File: src/rtl/mem_arb_pkg.sv
// Shared types and helpers for the round-robin RAM arbiter: state encoding,
// operation codes and a constant-width helper.
package mem_arb_pkg;

   typedef enum logic [1:0] {
      ARB    = 2'd0,
      XFER   = 2'd1,
      RDWAIT = 2'd2
   } arb_state_e;

   localparam logic OP_RD = 1'b0;
   localparam logic OP_WR = 1'b1;

   // Index width for N requesters; never narrower than one bit.
   function automatic int clog2(input int n);
      int r;
      r = 1;
      while ((1 << r) < n) r++;
      return r;
   endfunction

endpackage

File: src/rtl/rr_pick.sv
// Combinational rotating-priority picker: first set request at or above ptr,
// wrapping past N-1 back to 0.
module rr_pick #(
   parameter int N  = 16,
   parameter int IW = 4
) (
   input  logic [N-1:0]  req_i,
   input  logic [IW-1:0] ptr_i,
   output logic [N-1:0]  grant_o,
   output logic [IW-1:0] idx_o,
   output logic          valid_o
);

   always_comb begin
      // NOTE: every output gets a default first so no path leaves it unassigned (no latch).
      grant_o = '0;
      idx_o   = '0;
      valid_o = 1'b0;
      // Walk offsets downward so the smallest offset from ptr is the last write and wins.
      for (int k = N - 1; k >= 0; k--) begin
         if (req_i[(int'(ptr_i) + k) % N]) begin
            valid_o = 1'b1;
            idx_o   = IW'((int'(ptr_i) + k) % N);
         end
      end
      if (valid_o) grant_o[idx_o] = 1'b1;
   end

endmodule

File: src/rtl/mem_rr_arbiter.sv
// Round-robin sequencer sharing one single-port synchronous RAM between N cores:
// one transaction at a time, registered RAM port, per-core read-data holding registers.
module mem_rr_arbiter
   import mem_arb_pkg::*;
#(
   parameter int N      = 16,
   parameter int AW     = 8,
   parameter int DW     = 8,
   parameter int RD_LAT = 1
) (
   input  logic            clk,
   input  logic            rst,
   input  logic [N-1:0]    rden,
   input  logic [N-1:0]    wren,
   input  logic [N*AW-1:0] Address,
   input  logic [N*DW-1:0] Din,
   input  logic [DW-1:0]   RAMq,
   output logic [N-1:0]    acq,
   output logic [N*DW-1:0] Dq,
   output logic [N-1:0]    rdone,
   output logic [AW-1:0]   RAMAddress,
   output logic [DW-1:0]   RAMDin,
   output logic            RAMwren,
   output logic            busy
);

   localparam int IW     = clog2(N);
   localparam int WCNT_W = 2;

   arb_state_e          state_q, state_d;
   logic [IW-1:0]       ptr_q, ptr_d;
   logic [IW-1:0]       gidx_q, gidx_d;
   logic                op_q, op_d;
   logic [WCNT_W-1:0]   wcnt_q, wcnt_d;
   logic [AW-1:0]       ram_addr_q, ram_addr_d;
   logic [DW-1:0]       ram_din_q, ram_din_d;
   logic                ram_wren_q, ram_wren_d;
   logic [N-1:0]        rdone_q, rdone_d;
   logic [N*DW-1:0]     dq_q, dq_d;

   logic [N-1:0]        pick_grant;
   logic [IW-1:0]       pick_idx;
   logic                pick_valid;

   rr_pick #(.N(N), .IW(IW)) u_pick (
      .req_i   (rden | wren),
      .ptr_i   (ptr_q),
      .grant_o (pick_grant),
      .idx_o   (pick_idx),
      .valid_o (pick_valid)
   );

   always_ff @(posedge clk) begin
      // NOTE: sequential state uses <= so every register samples pre-edge values.
      if (rst) begin
         state_q    <= ARB;
         ptr_q      <= '0;
         gidx_q     <= '0;
         op_q       <= OP_RD;
         wcnt_q     <= '0;
         ram_addr_q <= '0;
         ram_din_q  <= '0;
         ram_wren_q <= 1'b0;
         rdone_q    <= '0;
         // NOTE: Dq is a bank of flops, not a RAM macro, so it is reset like any register.
         dq_q       <= '0;
      end else begin
         state_q    <= state_d;
         ptr_q      <= ptr_d;
         gidx_q     <= gidx_d;
         op_q       <= op_d;
         wcnt_q     <= wcnt_d;
         ram_addr_q <= ram_addr_d;
         ram_din_q  <= ram_din_d;
         ram_wren_q <= ram_wren_d;
         rdone_q    <= rdone_d;
         dq_q       <= dq_d;
      end
   end

   always_comb begin
      state_d    = state_q;
      ptr_d      = ptr_q;
      gidx_d     = gidx_q;
      op_d       = op_q;
      wcnt_d     = wcnt_q;
      ram_addr_d = ram_addr_q;
      ram_din_d  = ram_din_q;
      ram_wren_d = 1'b0;
      rdone_d    = '0;
      dq_d       = dq_q;
      unique case (state_q)
         ARB: begin
            if (pick_valid) begin
               // A write wins over a simultaneous read from the same core.
               gidx_d     = pick_idx;
               op_d       = (|(wren & pick_grant)) ? OP_WR : OP_RD;
               ram_wren_d = |(wren & pick_grant);
               ram_addr_d = Address[int'(pick_idx) * AW +: AW];
               ram_din_d  = Din[int'(pick_idx) * DW +: DW];
               ptr_d      = IW'((int'(pick_idx) + 1) % N);
               state_d    = XFER;
            end
         end
         XFER: begin
            if (op_q == OP_WR) begin
               state_d = ARB;
            end else begin
               wcnt_d  = WCNT_W'(RD_LAT - 1);
               state_d = RDWAIT;
            end
         end
         RDWAIT: begin
            if (wcnt_q != '0) begin
               wcnt_d = wcnt_q - 1'b1;
            end else begin
               dq_d[int'(gidx_q) * DW +: DW] = RAMq;
               rdone_d[gidx_q]               = 1'b1;
               state_d                       = ARB;
            end
         end
         default: state_d = ARB;
      endcase
   end

   always_comb begin
      acq = '0;
      if (state_q == XFER) acq[gidx_q] = 1'b1;
      busy = (state_q != ARB);
   end

   assign Dq         = dq_q;
   assign rdone      = rdone_q;
   assign RAMAddress = ram_addr_q;
   assign RAMDin     = ram_din_q;
   assign RAMwren    = ram_wren_q;

endmodule

File: config.mk
export PLATFORM = sky130hd
export DESIGN_NAME = mem_rr_arbiter
export DESIGN_NICKNAME = d
export VERILOG_FILES = /design/src/rtl/mem_arb_pkg.sv /design/src/rtl/rr_pick.sv /design/src/rtl/mem_rr_arbiter.sv
export SDC_FILE = /design/constraint.sdc
export NUM_CORES = 1
export LEC_CHECK = 0
export CORE_AREA = 2 2 185 187
export CTS_CLUSTER_SIZE = 40
export DETAILED_ROUTE_END_ITERATION = 8
export DIE_AREA = 0 0 187 189
export PLACE_DENSITY = 0.7
export SYNTH_ARGS = -nofsm -noshare
export SYNTH_HDL_FRONTEND = slang
export SYNTH_HIERARCHICAL = 1
export SYNTH_SLANG_ARGS = --single-unit
File: constraint.sdc
create_clock -name clk -period 4.75 [get_ports clk]
set_input_delay 0.95 -clock clk [delete_from_list [all_inputs] [get_ports clk]]
set_output_delay 0.95 -clock clk [all_outputs]
set_load 0.005 [all_outputs]
==> qor.txt <==
Wire length of the first global-routing pass -> 78,600 um
Clock tree from TritonCTS -> built
Post-DR vias/cell -> 5.56
Antenna violation net count after detailed routing -> 0
Worst hold slack across all endpoints -> 0.476 ns
Worst setup SP type -> input port
DR WL/cell -> 23.6 um
Total design power -> 11,700 uW
Final nets -> 2,114
Net Count, Synth -> 1,525
Capture endpoint of the worst hold path -> Dq[68]
Total GRT Usage -> 29.3%
Post-synthesis instance area -> 0.0117 mm2
Placeable core region -> 0.0333 mm2
Worst Path Required -> 5.09 ns
Worst Max-Slew Pin Slew -> 0.892 ns
Tmin final -> 4.69 ns
Number of synthesized flops with an enable pin -> 0
Total power density per cell area -> 607 mW/mm2
Crit Path Class -> input port to register
Worst setup skew after layout -> 0.0239 ns
Routed vias -> 12.6k
Total global routing overflow -> 0
Cell depth of the worst flop-to-flop path -> 19
Static Leakage -> 0.00716 uW
Final instance area -> 0.0193 mm2
Final setup violation count -> 0
Share of flip-flops with an asynchronous set or reset -> 0%
Site Rows -> 67
Result of the run -> completed
Initial standard-cell utilization of the core -> 35.1%
Most common cell after layout, fill and taps aside -> clkdlybuf4s50_1
Initial DRC Count -> 946
Maximum vdd ir drop -> 0.427 mV
Ratio of cells with drive above 1 in the final layout -> 22.1%
Die Outline Area -> 0.0353 mm2
Crit share post-route -> 98.7%
Top-area cell type share of the netlist area -> 29.8%
Number of iterations in the first detailed-routing pass -> 5
Num ports -> 476
Die Span X -> 187 um
Drt drc -> 0
Hold Crit Depth -> 2
Clock slew at the register clock pins of the worst setup and hold paths -> 0.09 ns
P&R area growth vs syn -> 64.8%
RSZ-0062 raised after global routing -> yes
Library cell with the largest summed area after synthesis -> dfxtp_1
Number of sinks handled by clock tree synthesis -> 174
Clock root buffer -> clkbuf_16
Class of the most critical hold timing path -> register to register
Reg-to-reg startpoint -> ptr_q[0]
Port Buf Inserts -> 475
Hold path startpoint -> Dq[68]
Number of clock buffers inserted by TritonCTS -> 17
R2R Path End -> RAMDin[3]
Synthesized instance count -> 1,213
Data arrival, critical path -> 5.03 ns
Area contributors post-synth -> dfxtp_1 30%, mux4_2 15%, mux2i_1 12%, nand2b_1 4.4%, a21oi_1 2.6%
Commonest cells after routing, fill and taps aside -> 460 x clkdlybuf4s50_1, 172 x dfxtp_1, 150 x buf_4
Height of the die -> 189 um
Hold Vio Cnt, Final -> 0
Cell count after placement -> 2,200
Leading register cell type out of synthesis -> dfxtp_1
Sequential element share of the synthesized area -> 29.8%
Largest net degree at the start of global routing -> 87
Final Non-Filler Cells -> 2,266
Flops & latches, synth -> 174
Total of warnings raised by yosys -> 6
Wire length after detailed routing -> 53,600 um
Max Freq -> 213 MHz
Post-synthesis average cell area -> 9.64 um2
Final total negative setup slack -> 0 ns
Maximum fanout encountered on the critical timing path -> 14
Initial antenna violation count -> 7
Vias in the first global route -> 12.6k
Register-to-register path setup slack -> 0.12 ns
Slew Viols, Final -> 0
Clock latency of the later-clocked register in the worst-skew pair -> 0.46 ns
Worst slew margin -> 40.5%
Maximum clock insertion buffer count -> 2
RePlAce Congestion -> 0.998
Total of max-cap violations -> 0
Nature of the critical path endpoint -> register
Half-perimeter wire length after placement -> 42,800 um
Area post-placement -> 0.0179 mm2
Post-synthesis cell type count -> 89
Level count of the clock H-tree -> 4
[through the flow]
stage | util [%] | worst slack [ns]
floorplan | - | 0.0129
global placement | 53.8 | -0.798
detailed placement | 53.8 | -0.774
CTS | 56.3 | -0.0269
global route | 57.9 | -0.0189
finish | 57.9 | 0.0635
[worst max-delay path by stage]
stage | startpoint | to | slack, ns | cells after the start
finish | rden[9] | RAMDin[3] | 0.06 | 16
detailed placement | wren[6] | RAMDin[3] | -0.77 | 16
floorplan | ptr_q[0] | RAMAddress[0] | 0.01 | 20
global route | wren[2] | op_q | -0.02 | 18
CTS | wren[1] | RAMDin[3] | -0.03 | 16
global placement | wren[2] | RAMDin[3] | -0.80 | 16
[Yosys cell counts (all sizes together), types with 3 or more instances]
| library cell | count |
|---|---|
| a2111oi | 9 |
| a211oi | 10 |
| a21o | 4 |
| a21oi | 63 |
| a221oi | 4 |
| a22o | 13 |
| a2bb2oi | 3 |
| a31oi | 7 |
| and2 | 15 |
| and3 | 21 |
| buf | 40 |
| clkbuf | 43 |
| dfxtp | 174 |
| ha | 14 |
| inv | 16 |
| mux2 | 11 |
| mux2i | 141 |
| mux4 | 80 |
| nand2 | 80 |
| nand2b | 84 |
| nand3 | 56 |
| nand3b | 20 |
| nor2 | 64 |
| nor2b | 15 |
| nor3 | 24 |
| nor3b | 10 |
| nor4 | 8 |
| nor4b | 4 |
| o2111ai | 3 |
| o21ai | 67 |
| o221ai | 17 |
| or2 | 22 |
| or3 | 3 |
| or4 | 4 |
| or4b | 3 |
| xnor2 | 12 |
| xor2 | 3 |
[critical path, cell delays in order]
cell and delay, ns:
clkdlybuf4s50_1 0.39, or2_4 0.24, mux4_2 0.60, buf_6 0.17, mux2i_2 0.16, nor2_2 0.09
a311o_1 0.36, a221o_1 0.38, a21oi_2 0.20, a41oi_4 0.16, clkinv_4 0.17, buf_12 0.17
mux4_2 0.51, mux2i_1 0.20, buf_4 0.16, o221ai_1 0.11
[cells by family after synthesis]
family	share of synthesized area (%)
xor+xnor	1.25
compound gates	13.5
mux	28.5
flops	29.8
buf+inv	3.88
fa+ha+maj	1.50
simple gates	21.5
[timing repair]
action,CTS,global route
setup endpoints to repair,19,20
gates resized for setup,39,76
setup buffers,8,21
gates cloned,0,3
hold endpoints to repair,0,0
hold buffers,0,0
pin swaps,15,28
[power by group]
part,internal [uW],switching (uW)
registers,1550,105
logic,4340,4210
clock network,729,761
[cell type report]
class,count,area (um2)
diodes,3,7.51
clock buffers,17,425
clock inverters,15,204
fillers,2880,14000
inverters,18,72.6
multi-input cells,938,8150
flip-flops and latches,174,3490
well taps,448,561
repair buffers,653,6370
[state kept, by name (all words and copies together), names as in the netlist]
name        cells
gidx_q          4
rdone          16
RAMAddress      8
ptr_q           4
state_q         2
RAMDin          8
op_q            1
Dq            128
wcnt_q          2
RAMwren         1
[routing by layer]
layer / routed length (um) / vias to the layer above / global-route usage, %
li1: - / 5755 / -
met1: 21000 / 6080 / 35.4
met2: 26200 / 653 / 50.5
met3: 3840 / 102 / 5.32
met4: 2530 / 4 / 13.6
met5: 27 / - / 0
Power figures use the tool's default switching activity.
